`config.mk`:
```
export PLATFORM = sky130hd
export DESIGN_NAME = hazard_ctrl_flat
export DESIGN_NICKNAME = d
export VERILOG_FILES = /design/src/rtl/hazard_ctrl_if.sv /design/src/rtl/hazard_ctrl.sv /design/src/flat_wrapper.sv
export SDC_FILE = /design/constraint.sdc
export NUM_CORES = 1
export LEC_CHECK = 0
export ABC_AREA = 1
export BUFFER_PORTS_ARGS = -buffer_cell sky130_fd_sc_hd__buf_2
export CORE_MARGIN = 2
export CORE_UTILIZATION = 50
export CTS_CLUSTER_SIZE = 24
export DETAILED_ROUTE_END_ITERATION = 12
export GPL_ROUTABILITY_DRIVEN = 0
export PLACE_DENSITY = 0.83
export RECOVER_POWER = 50
export SYNTH_ARGS = -nofsm -noshare
export SYNTH_HDL_FRONTEND = slang
export SYNTH_SLANG_ARGS = --single-unit
export TNS_END_PERCENT = 50
```
`constraint.sdc`:
```
create_clock -name clk -period 3.23 [get_ports clk]
set_input_delay 0.646 -clock clk [delete_from_list [all_inputs] [get_ports clk]]
set_output_delay 0.646 -clock clk [all_outputs]
set_load 0.01 [all_outputs]
```
`src/rtl/hazard_ctrl_if.sv`:
```
// -----------------------------------------------------------------------------
// hazard_ctrl_if
// Bundles the hazard-detection inputs and the pipeline-register control
// outputs that pass between the 5-stage datapath and hazard_ctrl.
//
// Modports:
//   master - datapath side: drives the ID/EX/MEM hazard inputs and consumes
//            the PC / pipeline-register enables, holds and flushes.
//   slave  - controller side (hazard_ctrl).
//
// Signals:
//   id_rs, id_rt, id_uses_rt   source fields of the instruction in ID
//   ex_mem_read, ex_rt         load flag and destination of the instruction in EX
//   branch_taken               taken branch resolved in MEM
//   mem_busy                   data memory not ready
//   pc_write, if_id_write      PC / IF-ID load enables
//   id_ex_bubble, id_ex_hold   ID/EX control-zero and hold
//   ex_mem_hold                EX/MEM hold
//   if_id_flush, id_ex_flush   clears on a taken branch
//   timeout_err                sticky memory-timeout flag
//   state                      00 RUN, 01 LDSTALL
//
// Optional macro HAZARD_PERF_CNT_EN adds stall_cycles / flush_events.
// -----------------------------------------------------------------------------
interface hazard_ctrl_if;
    logic [4:0] id_rs;
    logic [4:0] id_rt;
    logic       id_uses_rt;
    logic       ex_mem_read;
    logic [4:0] ex_rt;
    logic       branch_taken;
    logic       mem_busy;

    logic       pc_write;
    logic       if_id_write;
    logic       id_ex_bubble;
    logic       id_ex_hold;
    logic       ex_mem_hold;
    logic       if_id_flush;
    logic       id_ex_flush;
    logic       timeout_err;
    logic [1:0] state;
`ifdef HAZARD_PERF_CNT_EN
    logic [15:0] stall_cycles;
    logic [15:0] flush_events;
`endif

    modport master (
        output id_rs, id_rt, id_uses_rt, ex_mem_read, ex_rt, branch_taken, mem_busy,
        input  pc_write, if_id_write, id_ex_bubble, id_ex_hold, ex_mem_hold,
               if_id_flush, id_ex_flush, timeout_err, state
`ifdef HAZARD_PERF_CNT_EN
        , input stall_cycles, flush_events
`endif
    );

    modport slave (
        input  id_rs, id_rt, id_uses_rt, ex_mem_read, ex_rt, branch_taken, mem_busy,
        output pc_write, if_id_write, id_ex_bubble, id_ex_hold, ex_mem_hold,
               if_id_flush, id_ex_flush, timeout_err, state
`ifdef HAZARD_PERF_CNT_EN
        , output stall_cycles, flush_events
`endif
    );
endinterface

```
`src/rtl/hazard_ctrl.sv`:
```
// -----------------------------------------------------------------------------
// hazard_ctrl
// Hazard and stall controller for the 5-stage pipeline. Sequences the PC and
// the IF/ID, ID/EX, EX/MEM registers:
//   - freezes everything while data memory is busy (with a timeout watchdog),
//   - flushes IF/ID and ID/EX on a taken branch,
//   - inserts LOAD_STALL_CYC bubbles into ID/EX on a load-use hazard.
// Priority: mem_busy > branch_taken > new load-use (RUN) > LDSTALL > run.
//
// Ports:
//   clk    clock, rising edge
//   rst_n  asynchronous active-low reset
//   hz     hazard_ctrl_if.slave (hazard inputs, pipeline control outputs)
//
// Parameters:
//   LOAD_STALL_CYC  bubbles per load-use hazard (1..15)
//   BUSY_W          width of the busy-cycle counter
//   MEM_TIMEOUT     consecutive busy cycles that set timeout_err
//
// Optional macro HAZARD_PERF_CNT_EN: adds saturating stall_cycles and
// flush_events counters on the interface.
// -----------------------------------------------------------------------------
module hazard_ctrl #(
    parameter int LOAD_STALL_CYC = 1,
    parameter int BUSY_W         = 8,
    parameter int MEM_TIMEOUT    = 255
) (
    input  logic          clk,
    input  logic          rst_n,
    hazard_ctrl_if.slave  hz
);

    typedef enum logic [1:0] {
        RUN     = 2'b00,
        LDSTALL = 2'b01
    } fsm_t;

    fsm_t              fsm_q, fsm_d;
    logic [3:0]        stall_cnt_q, stall_cnt_d;
    logic [BUSY_W-1:0] busy_cnt_q;
    logic              timeout_q;
    logic              load_use;

    logic pc_write, if_id_write, id_ex_bubble, id_ex_hold, ex_mem_hold;
    logic if_id_flush, id_ex_flush, timeout_err;
    logic [1:0] state;

    // Busy counter parks at MEM_TIMEOUT so a stuck memory cannot wrap it.
    function automatic logic [BUSY_W-1:0] busy_sat_inc(input logic [BUSY_W-1:0] v);
        if (v >= BUSY_W'(MEM_TIMEOUT))
            return BUSY_W'(MEM_TIMEOUT);
        return v + 1'b1;
    endfunction

    // Register 0 is hard-wired, so a load targeting it never creates a hazard.
    assign load_use = hz.ex_mem_read && (hz.ex_rt != 5'd0) &&
                      ((hz.ex_rt == hz.id_rs) ||
                       (hz.id_uses_rt && (hz.ex_rt == hz.id_rt)));

    // ---- state register -----------------------------------------------------
    always_ff @(posedge clk or negedge rst_n) begin
        if (!rst_n) begin
            fsm_q       <= RUN;
            stall_cnt_q <= 4'd0;
        end else begin
            fsm_q       <= fsm_d;
            stall_cnt_q <= stall_cnt_d;
        end
    end

    // ---- memory-busy watchdog -----------------------------------------------
    // timeout_err sets on the edge where busy_cnt reaches MEM_TIMEOUT and then
    // stays set until reset.
    always_ff @(posedge clk or negedge rst_n) begin
        if (!rst_n) begin
            busy_cnt_q <= '0;
            timeout_q  <= 1'b0;
        end else if (hz.mem_busy) begin
            busy_cnt_q <= busy_sat_inc(busy_cnt_q);
            if (busy_cnt_q >= BUSY_W'(MEM_TIMEOUT - 1))
                timeout_q <= 1'b1;
        end else begin
            busy_cnt_q <= '0;
        end
    end

    // ---- next-state logic ---------------------------------------------------
    // A busy memory freezes the stall sequence: busy cycles do not consume
    // stall_cnt, and a branch waiting behind them is acted on afterwards.
    always_comb begin
        fsm_d       = fsm_q;
        stall_cnt_d = stall_cnt_q;
        if (!hz.mem_busy) begin
            if (hz.branch_taken) begin
                fsm_d       = RUN;
                stall_cnt_d = 4'd0;
            end else if (fsm_q == RUN && load_use) begin
                if (LOAD_STALL_CYC > 1) begin
                    fsm_d       = LDSTALL;
                    stall_cnt_d = 4'(LOAD_STALL_CYC - 1);
                end
            end else if (fsm_q == LDSTALL) begin
                stall_cnt_d = stall_cnt_q - 4'd1;
                if (stall_cnt_q == 4'd1)
                    fsm_d = RUN;
            end
        end
    end

    // ---- output logic -------------------------------------------------------
    always_comb begin
        pc_write     = 1'b0;
        if_id_write  = 1'b0;
        id_ex_bubble = 1'b0;
        id_ex_hold   = 1'b0;
        ex_mem_hold  = 1'b0;
        if_id_flush  = 1'b0;
        id_ex_flush  = 1'b0;
        timeout_err  = timeout_q;
        state        = fsm_q;

        if (!rst_n) begin
            // Pipeline free-runs while reset is held; no stale bubble survives.
            pc_write    = 1'b1;
            if_id_write = 1'b1;
            timeout_err = 1'b0;
            state       = RUN;
        end else if (hz.mem_busy) begin
            id_ex_hold  = 1'b1;
            ex_mem_hold = 1'b1;
        end else if (hz.branch_taken) begin
            if_id_flush = 1'b1;
            id_ex_flush = 1'b1;
            pc_write    = 1'b1;
            if_id_write = 1'b1;
        end else if ((fsm_q == RUN && load_use) || fsm_q == LDSTALL) begin
            id_ex_bubble = 1'b1;
        end else begin
            pc_write    = 1'b1;
            if_id_write = 1'b1;
        end
    end

    assign hz.pc_write     = pc_write;
    assign hz.if_id_write  = if_id_write;
    assign hz.id_ex_bubble = id_ex_bubble;
    assign hz.id_ex_hold   = id_ex_hold;
    assign hz.ex_mem_hold  = ex_mem_hold;
    assign hz.if_id_flush  = if_id_flush;
    assign hz.id_ex_flush  = id_ex_flush;
    assign hz.timeout_err  = timeout_err;
    assign hz.state        = state;

`ifdef HAZARD_PERF_CNT_EN
    logic [15:0] stall_cycles_q;
    logic [15:0] flush_events_q;

    function automatic logic [15:0] sat_inc16(input logic [15:0] v);
        return (v == 16'hFFFF) ? v : v + 16'd1;
    endfunction

    // ---- performance counters -----------------------------------------------
    always_ff @(posedge clk or negedge rst_n) begin
        if (!rst_n) begin
            stall_cycles_q <= 16'd0;
            flush_events_q <= 16'd0;
        end else begin
            if (!pc_write)
                stall_cycles_q <= sat_inc16(stall_cycles_q);
            if (if_id_flush)
                flush_events_q <= sat_inc16(flush_events_q);
        end
    end

    assign hz.stall_cycles = stall_cycles_q;
    assign hz.flush_events = flush_events_q;
`endif

endmodule

```
`src/flat_wrapper.sv`:
```
// flat-port wrapper written by rule: the top's interface ports become plain ports
module hazard_ctrl_flat 
#(
    parameter int LOAD_STALL_CYC = 1,
    parameter int BUSY_W         = 8,
    parameter int MEM_TIMEOUT    = 255
)
  (clk, rst_n, hz_id_rs, hz_id_rt, hz_id_uses_rt, hz_ex_mem_read, hz_ex_rt, hz_branch_taken, hz_mem_busy, hz_pc_write, hz_if_id_write, hz_id_ex_bubble, hz_id_ex_hold, hz_ex_mem_hold, hz_if_id_flush, hz_id_ex_flush, hz_timeout_err, hz_state);
  hazard_ctrl_if hz_i ();
  input  logic clk;
  input  logic rst_n;
  input wire logic [$bits(hz_i.id_rs)-1:0] hz_id_rs;
  input wire logic [$bits(hz_i.id_rt)-1:0] hz_id_rt;
  input wire logic [$bits(hz_i.id_uses_rt)-1:0] hz_id_uses_rt;
  input wire logic [$bits(hz_i.ex_mem_read)-1:0] hz_ex_mem_read;
  input wire logic [$bits(hz_i.ex_rt)-1:0] hz_ex_rt;
  input wire logic [$bits(hz_i.branch_taken)-1:0] hz_branch_taken;
  input wire logic [$bits(hz_i.mem_busy)-1:0] hz_mem_busy;
  output wire logic [$bits(hz_i.pc_write)-1:0] hz_pc_write;
  output wire logic [$bits(hz_i.if_id_write)-1:0] hz_if_id_write;
  output wire logic [$bits(hz_i.id_ex_bubble)-1:0] hz_id_ex_bubble;
  output wire logic [$bits(hz_i.id_ex_hold)-1:0] hz_id_ex_hold;
  output wire logic [$bits(hz_i.ex_mem_hold)-1:0] hz_ex_mem_hold;
  output wire logic [$bits(hz_i.if_id_flush)-1:0] hz_if_id_flush;
  output wire logic [$bits(hz_i.id_ex_flush)-1:0] hz_id_ex_flush;
  output wire logic [$bits(hz_i.timeout_err)-1:0] hz_timeout_err;
  output wire logic [$bits(hz_i.state)-1:0] hz_state;
  assign hz_i.id_rs = hz_id_rs;
  assign hz_i.id_rt = hz_id_rt;
  assign hz_i.id_uses_rt = hz_id_uses_rt;
  assign hz_i.ex_mem_read = hz_ex_mem_read;
  assign hz_i.ex_rt = hz_ex_rt;
  assign hz_i.branch_taken = hz_branch_taken;
  assign hz_i.mem_busy = hz_mem_busy;
  assign hz_pc_write = hz_i.pc_write;
  assign hz_if_id_write = hz_i.if_id_write;
  assign hz_id_ex_bubble = hz_i.id_ex_bubble;
  assign hz_id_ex_hold = hz_i.id_ex_hold;
  assign hz_ex_mem_hold = hz_i.ex_mem_hold;
  assign hz_if_id_flush = hz_i.if_id_flush;
  assign hz_id_ex_flush = hz_i.id_ex_flush;
  assign hz_timeout_err = hz_i.timeout_err;
  assign hz_state = hz_i.state;
  hazard_ctrl #(.LOAD_STALL_CYC(LOAD_STALL_CYC), .BUSY_W(BUSY_W), .MEM_TIMEOUT(MEM_TIMEOUT)) u_core (.clk(clk), .rst_n(rst_n), .hz(hz_i));
endmodule
```
## Word-level counts from Yosys, hierarchy flattened

Cells that the tools add are included.

- Input port bits: 21
- Word-level logic and storage cells: 54
- Output and inout port bits: 10
- Flip-flop bits (word level): 15

- Order comparisons: 2
- $add $sub $neg: 2
- Reductions and logical operators: 13
- Bitwise gates (word level): 1
- Equality and inequality tests: 5
- Muxes and demuxes: 27

Operators with widths:

| kind | count |
|---|---|
| 8-bit two-way mux | 3 |
| 8-bit greater-or-equal comparator (second input constant) | 2 |
| 1-bit two-way mux | 16 |
| 4-bit two-way mux | 3 |
| 5-bit == test | 2 |
| 2-bit two-way mux | 5 |
| 8-bit by 1-bit adder with 8-bit output (second input constant) | 1 |
| 5-bit nonzero test | 1 |
| 4-bit by 1-bit == test with 1-bit output (second input constant) | 1 |
| 1-bit logical AND | 4 |
| 4-bit AND reduction | 1 |
| 2-bit nonzero test | 2 |
| 4-bit by 1-bit subtractor with 4-bit output (second input constant) | 1 |
| 3-bit AND reduction | 1 |
| 2-bit by 1-bit == test with 1-bit output (second input constant) | 1 |
| 2-bit zero test | 1 |
| 1-bit logical OR | 2 |
| 2-bit != test (second input constant) | 1 |
| 2-bit AND reduction | 1 |
| 1-bit NOT | 1 |

## Longest topological paths before layout

Gate-level depths: netlist of run 1.

- Depth in word-level cells: 10
- Gate-level depth with buffers: 9
- Depth with buffers taken out: 9

## Worst setup path before layout of run 1

Ideal clock, no wire load.

- Path kind: input port to output port
- Start point: input hz_ex_rt[3]
- End point: output hz_pc_write
- Data required time: 2.584 ns
- Data arrival time: 1.452 ns
- Buffers on the path: 1
- Slack: 1.132 ns
- Stages: 6
- Cell sequence: inv_1 nand4_1 o21ai_0 inv_1 a21oi_1 buf_4

- Longest elaborated chain between the ends: 10
- Elaborated cells between the ends (all ways): 13
- Classes of those cells: 2 x eq/ne; 4 x mux; 7 x reduce/logical

RTL lines:

| element | line | text |
|---|---|---|
| start: declaration | flat_wrapper.sv:16 | `input wire logic [$bits(hz_i.ex_rt)-1:0] hz_ex_rt;` |
| 5-bit == test | hazard_ctrl.sv:58 | `(hz.id_uses_rt && (hz.ex_rt == hz.id_rt)));` |
| 1-bit logical AND | hazard_ctrl.sv:58 |  |
| 1-bit logical OR | hazard_ctrl.sv:57 | `((hz.ex_rt == hz.id_rs) \|\|` |
| 1-bit logical AND (*) | hazard_ctrl.sv:56 | `assign load_use = hz.ex_mem_read && (hz.ex_rt != 5'd0) &&` |
| 1-bit logical AND (*) | hazard_ctrl.sv:136 | `end else if ((fsm_q == RUN && load_use) \|\| fsm_q == LDSTALL) begin` |
| 1-bit logical OR (*) | hazard_ctrl.sv:136 |  |
| 1-bit two-way mux (*) (4 in series) | n/a |  |
| end: declaration | flat_wrapper.sv:19 | `output wire logic [$bits(hz_i.pc_write)-1:0] hz_pc_write;` |

Mark *: on every way between the ends. The rest lies on a longest branch, timed or not.

## Worst setup path after layout of run 1

- Start point: input rst_n
- End point: output hz_id_ex_bubble

- Longest elaborated chain between the ends: 1

RTL lines:

| element | line | text |
|---|---|---|
| start: declaration | flat_wrapper.sv:11 | `input logic rst_n;` |
| 1-bit two-way mux | hazard_ctrl.sv:122 | `if (!rst_n) begin` |
| end: declaration | flat_wrapper.sv:21 | `output wire logic [$bits(hz_i.id_ex_bubble)-1:0] hz_id_ex_bubble;` |

No other way between the ends.

==> qor.csv, run 1 <==
stage;metric;value;unit
critical_path;critical path data arrival time;1.81;ns
clock_network;CTS tree;yes;
die;# rows;14;
route;DR DRC count;0;
timing;minimum clock period after layout;2.452;ns
clock_network;hold_buf cts;0;
power;leakage;0.0005490;µW
synth;Ys Warns;0;
route;DRT antenna net count;0;
die;Die Area;1836;µm²
layout;antenna fix cells;0;
critical_path;startpoint type of the worst setup path;input pin;
clock_network;Clock Latency Late Sink;0.26;ns
synth;simple-gate portion of the synthesized area;0.3632;
clock_network;H-tree depth;1;
route;via count;806;
job;Max-cap violations;0;
power;peak supply drop;0.1247;mV
placed_design;dpl cells;162;
synth;Synth Register Bits;9;
power;Switching Share;0.2914;
route;initial DRC count;18;
synth;fraction of the mapped netlist area in adder cells;0.03317;
clock_network;Clk pin slew, worst setup/hold paths;0.06;ns
power;total power;265.7;µW
critical_path;Worst Path Max Fanout;12;
clock_network;Post-CTS Setup Repair Bufs;0;
placed_design;port bufs;28;
timing;Slew Viols, Final;0;
clock_network;Resized Gates After CTS;0;
min_path;Tightest Hold Check Type;in -> async;
synth;sequential-to-total area share from yosys stat;0.2985;
route;via/cell ratio;4.855;
layout;leading cell type in the layout, fill and taps excluded;nand2_1;
power;combinational power share;0.213;
grt;initial antenna violation count;0;
timing;RSZ-0062 raised after global routing;no;
synth;Netlist cell types;21;
route;WL/cell;9.699;µm
grt;grt total ovfl;0;
synth;Mapped Area;754.5;µm²
status;outcome;finished clean;
critical_path;Critical R2R Capture;u_core.busy_cnt_q[6];
timing;Clock Skews;0.0004463;ns
layout;final instance area;895.9;µm²
layout;commonest cells after routing, fill and taps aside;nand2_1, inv_1, buf_2, nor2_1, dfrtp_1;
critical_path;Reg2Reg Setup Slack;1.84;ns
synth;XOR/XNOR Fraction of Synth Area;0.02322;
critical_path;r2r startpoint;u_core.busy_cnt_q[0];
synth;Synth Instances;122;
synth;largest family of logic cells by synthesized area;simple AND/OR/NAND/NOR gates;
grt;vias in the first global route;754;
clock_network;clock root buffer;clkbuf_4;
power;PwrDens;296.6;nW/µm²
clock_network;clock sinks;9;
layout;fin nets;174;
power;internal power;188.3;µW
die;Starting Density;0.5189;
timing;Setup Total Neg Slack;0;ns
die;I/O pins;31;
die;Die H;42.85;µm
die;chip width;42.85;µm
critical_path;Req. time, crit path;2.58;ns
timing;worst hold slack;0.3640;ns
grt;largest net degree at the start of global routing;13;
grt;GR Util All Layers;0.2000;
clock_network;CTS Buffer Depth;2;
synth;post-synthesis compound-gate area fraction;0.09287;
power;switching power;77.43;µW
route;routed wire length;1610;µm
die;core area;1454;µm²
timing;Hold Vio Cnt, Final;0;
layout;share of layout cells above drive strength 1;0.2200;
synth;portion of netlist area occupied by mux cells;0;
layout;final non-filler cell total;166;
clock_network;CTS Buf Count;3;
timing;Slew HR;0.5949;
critical_path;critical setup path kind;in -> out;
grt;global-route wire length before repair;2849;µm
critical_path;Crit. End Element;primary output;
critical_path;R2R depth;8;
layout;area grow syn2layout;18.74;%
route;drt first pass iters;4;
timing;Worst-Margin Slew;0.6076;ns
power;Seq pwr share;0.456;
placed_design;Post-DP Area;880.8;µm²
placed_design;DP HPWL;1334;µm
synth;Mapped Avg Cell Area;6.184;µm²
timing;Period Utilization, post-route;0.7592;
power;clock share of power;0.331;
timing;fmax;0.4078;GHz
timing;final setup fails;0;
## cell type report
type / count / area, µm²
Multi-Input combinational cell: 82 / 384.1
Tap cell: 16 / 20.02
Inverter: 27 / 101.3
Sequential cell: 9 / 225.2
Fill cell: 141 / 558.0
Timing Repair Buffer: 28 / 138.9
Clock buffer: 4 / 26.28
## critical path: stages
cell and delay (ns):
clkbuf_1 0.46, inv_1 0.12, nor2_1 0.14, o21ai_0 0.09, inv_1 0.07, nand2_1 0.05, nor2_1 0.08, buf_2 0.14
## through the flow
| step | utilization | worst slack (ns) |
|---|---|---|
| final | 0.6162 | 0.7778 |
| after global routing | 0.6162 | 0.6419 |
| after CTS | 0.6239 | 1.040 |
| after detailed placement | 0.6059 | 1.056 |
| after global placement | 0.6059 | 1.106 |
| after floorplan | - | 1.132 |
## state kept, by name, indices dropped and copies added, names as in the netlist
name,flops
u_core.busy_cnt_q,8
u_core.timeout_q,1
## cells in the mapped netlist (all sizes together)
cell type | instances | area share
a211oi | 1 | 0.010
a21oi | 5 | 0.033
a31oi | 1 | 0.0083
and3 | 1 | 0.0083
buf | 5 | 0.050
conb | 1 | 0.0050
dfrtp | 9 | 0.30
ha | 2 | 0.033
inv | 27 | 0.13
nand2 | 38 | 0.20
nand3 | 6 | 0.040
nand4 | 2 | 0.017
nor2 | 16 | 0.096
nor3 | 1 | 0.0066
o2111ai | 1 | 0.012
o21ai | 3 | 0.020
o21bai | 1 | 0.010
xnor2 | 2 | 0.023
## how the worst max path moves through the flow
stage	from	end	slack (ns)
3_5_place_dp	rst_n	hz_id_ex_bubble	1.06
4_1_cts	rst_n	hz_id_ex_bubble	1.04
3_3_place_gp	hz_ex_rt[3]	hz_if_id_write	1.11
2_1_floorplan	hz_ex_rt[3]	hz_pc_write	1.13
5_1_grt	rst_n	hz_id_ex_bubble	0.64
6_report	rst_n	hz_id_ex_bubble	0.78
## kinds of logic (layout without fill, tap and decap cells)
kind of cell | Yosys count | after routing
AND/OR/NAND/NOR | 64 | 64
buffers and inverters | 32 | 59
AO/OA/AOI/OAI | 12 | 12
flip-flops | 9 | 9
adder cells (fa/ha/maj) | 2 | 2
XOR/XNOR | 2 | 2
other | 1 | 2
## per-layer routing
metal  vias to the layer above  wire length (µm)  GRT usage
met5                         -                 0          0
met4                         0                44     0.1125
met3                         7                87    0.02128
met2                        25               810     0.3636
met1                       354               667     0.2211
li1                        420                 -          -
## power by group through the flow
stage,registers (µW),logic (µW),clock network [µW]
floorplan,122,35.1,0
detailed placement,123,57.4,0
global route,122,66.0,94.5
finish,121,56.7,87.9
global placement,123,55.2,0
CTS,121,57.7,89.4
Note: power is estimated with default switching activity, not from simulation.
==> run 2: changes to the inputs <==
--- a/config.mk
+++ b/config.mk
@@ -8,11 +8,11 @@
 export ABC_AREA = 1
 export BUFFER_PORTS_ARGS = -buffer_cell sky130_fd_sc_hd__buf_2
 export CORE_MARGIN = 2
-export CORE_UTILIZATION = 50
+export CORE_UTILIZATION = 42
 export CTS_CLUSTER_SIZE = 24
 export DETAILED_ROUTE_END_ITERATION = 12
 export GPL_ROUTABILITY_DRIVEN = 0
-export PLACE_DENSITY = 0.83
+export PLACE_DENSITY = 0.74
 export RECOVER_POWER = 50
 export SYNTH_ARGS = -nofsm -noshare
 export SYNTH_HDL_FRONTEND = slang
==> constraint.sdc (replaced) <==
create_clock -name clk -period 2 [get_ports clk]
set_input_delay 0.4 -clock clk [delete_from_list [all_inputs] [get_ports clk]]
set_output_delay 0.4 -clock clk [all_outputs]
set_load 0.01 [all_outputs]
==> qor.csv, run 2 (same netlist as run 1, synthesis figures left out) <==
stage;metric;value;unit;change
status;outcome;finished clean;;
critical_path;Req. time, crit path;1.60;ns;-0.98 ns
die;# rows;15;;+1
placed_design;DP HPWL;1280;µm;-4.0%
job;Max-cap violations;0;;unchanged
critical_path;critical setup path kind;in -> out;;
die;Die H;46.39;µm;+8.3%
layout;Largest register FFs;8;;unchanged
power;combinational power share;0.212;;about the same
die;Starting Density;0.4418;;-0.07717
timing;final setup fails;0;;unchanged
route;drt first pass iters;4;;unchanged
critical_path;Critical Path Slowest Stage Cell;clkbuf_1;;
route;via count;785;;-2.6%
clock_network;CTS tree;yes;;
critical_path;CP dominant cell by count;buf_2;;
power;clock share of power;0.335;;+0.004
critical_path;critical path data arrival time;1.31;ns;-0.50 ns
min_path;Tightest Hold Check Type;in -> async;;
layout;antenna fix cells;0;;unchanged
critical_path;Slowest Stage Delay on Critical Path;0.42;ns;-0.04 ns
die;Die Area;2152;µm²;+17%
clock_network;clock root buffer;clkbuf_4;;
layout;leading cell type in the layout, fill and taps excluded;nand2_1;;
power;internal power;304.9;µW;+62%
route;DRT antenna net count;0;;unchanged
clock_network;H-tree depth;1;;unchanged
power;Switching Share;0.2918;;+0.0003696
route;initial DRC count;4;;-14
clock_network;hold_buf cts;0;;unchanged
grt;global-route wire length before repair;2566;µm;-9.9%
layout;Core Util, Final;0.5341;;-0.08211
route;via/cell ratio;4.460;;-8.1%
critical_path;crit-path cells;buf_2 -> clkbuf_1 -> nand2_1 -> inv_1 -> a21oi_1 -> buf_2;;
die;I/O pins;31;;unchanged
critical_path;startpoint type of the worst setup path;input pin;;
die;chip width;46.39;µm;+8.3%
layout;fin nets;175;;+0.57%
grt;grt total ovfl;0;;unchanged
grt;initial antenna violation count;0;;unchanged
clock_network;clock sinks;9;;unchanged
route;routed wire length;1533;µm;-4.8%
timing;RSZ-0062 raised after global routing;no;;
clock_network;Clk pin slew, worst setup/hold paths;0.06;ns;about the same
layout;Largest regs;u_core.busy_cnt_q x8, u_core.timeout_q x1;;
clock_network;CTS Buf Count;3;;unchanged
power;peak supply drop;0.2323;mV;+86%
critical_path;Crit. End Element;primary output;;
grt;GR Util All Layers;0.1659;;-0.03413
critical_path;Top delay family on crit path;buffers and inverters;;
route;DR DRC count;0;;unchanged
grt;vias in the first global route;654;;-13%
grt;largest net degree at the start of global routing;12;;-1
clock_network;CTS Buffer Depth;2;;unchanged
timing;Hold Vio Cnt, Final;0;;unchanged
clock_network;Post-CTS Setup Repair Bufs;0;;unchanged
layout;Largest Register;u_core.busy_cnt_q;;
power;PwrDens;472.0;nW/µm²;+59%
timing;Clock Skews;0.005088;ns;+0.004642 ns
route;WL/cell;8.710;µm;-10%
layout;commonest cells after routing, fill and taps aside;nand2_1, buf_2, inv_1, nor2_1, dfrtp_1;;
layout;share of layout cells above drive strength 1;0.2252;;+0.005166
timing;Period Utilization, post-route;0.8534;;
power;Seq pwr share;0.453;;-0.003
clock_network;Clock Latency Late Sink;0.27;ns;about the same
timing;Setup Total Neg Slack;0;ns;unchanged
power;leakage;0.0005529;µW;+0.72%
power;switching power;125.6;µW;+62%
critical_path;Worst Path Max Fanout;11;;-1
placed_design;port bufs;28;;unchanged
die;core area;1708;µm²;+17%
layout;area grow syn2layout;20.90;%;
timing;Worst-Margin Slew;0.5346;ns;-0.07297 ns
timing;Slew HR;0.6436;;+0.04865
timing;Slew Viols, Final;0;;unchanged
timing;fmax;0.5859;GHz;
timing;minimum clock period after layout;1.707;ns;
critical_path;worst path bufs/invs;4;;unchanged
clock_network;Resized Gates After CTS;0;;unchanged
-- run 2: cell count changes in the layout (fill, tap and decap cells not counted), sizes merged --
| cell | change |
|---|---|
| buf | +1 |
-- run 2: power by group through the flow --
| stage | Sequential [µW] | Combinational, µW | Clock, µW |
|---|---|---|---|
| global route | 196 | 107 | 159 |
| floorplan | 197 | 56.7 | 0 |
| detailed placement | 199 | 93.8 | 0 |
| CTS | 195 | 94.3 | 147 |
| finish | 195 | 91.3 | 144 |
| global placement | 198 | 91.3 | 0 |
-- run 2: stage by stage --
step / area [µm²] / setup WS (ns) / hold WS, ns / total power (µW) / cells
6_report: 912.1 / 0.2932 / 0.1792 / 430.5 / 176
5_1_grt: 912.1 / 0.1355 / 0.2341 / 462.2 / 176
4_1_cts: 925.9 / 0.3493 / 0.05054 / 436.6 / 176
3_5_place_dp: 899.6 / 0.3541 / 0.3385 / 292.4 / 172
3_3_place_gp: 899.6 / 0.3802 / 0.3382 / 289.6 / 172
2_1_floorplan: 758.2 / 0.3941 / 0.1044 / 253.8 / 123
-- run 2: worst paths after layout --
check / start / end / slack, ns / depth (start not counted)
min reg2reg: u_core.timeout_q / u_core.timeout_q / 0.47 / 1
max in group asynchronous: rst_n / u_core.busy_cnt_q[6] / 1.46 / 2
max: rst_n / hz_if_id_write / 0.29 / 6
min: rst_n / u_core.busy_cnt_q[5] / 0.18 / 2
max reg2reg: u_core.busy_cnt_q[1] / u_core.busy_cnt_q[6] / 0.65 / 7
min in group clk: hz_mem_busy / u_core.busy_cnt_q[7] / 0.45 / 2
-- run 2: cell type report --
type                       count  area (µm²)
fill                         193       795.8
multi-input combinational     82       384.1
sequential                     9       225.2
timing repair buffer          29       143.9
inverter                      27       101.3
tap                           25       31.28
clock buffer                   4       26.28
-- run 2: worst register-to-register path, stage by stage, from the launching register on --
cell and delay, ns:
dfrtp_1 0.41, ha_1 0.20, inv_1 0.05, nor2_1 0.20
nand2_1 0.21, nand2_1 0.12, nor2_1 0.04, nor2_1 0.07
-- run 2: routing by layer --
metal	part of all wire	global-route usage	vias up	routed length, µm
li1	-	-	420	-
met4	0.017	0.06857	0	26
met2	0.47	0.2583	20	715
met3	0.044	0.04706	5	68
met1	0.47	0.2128	340	722
met5	0	0	-	0
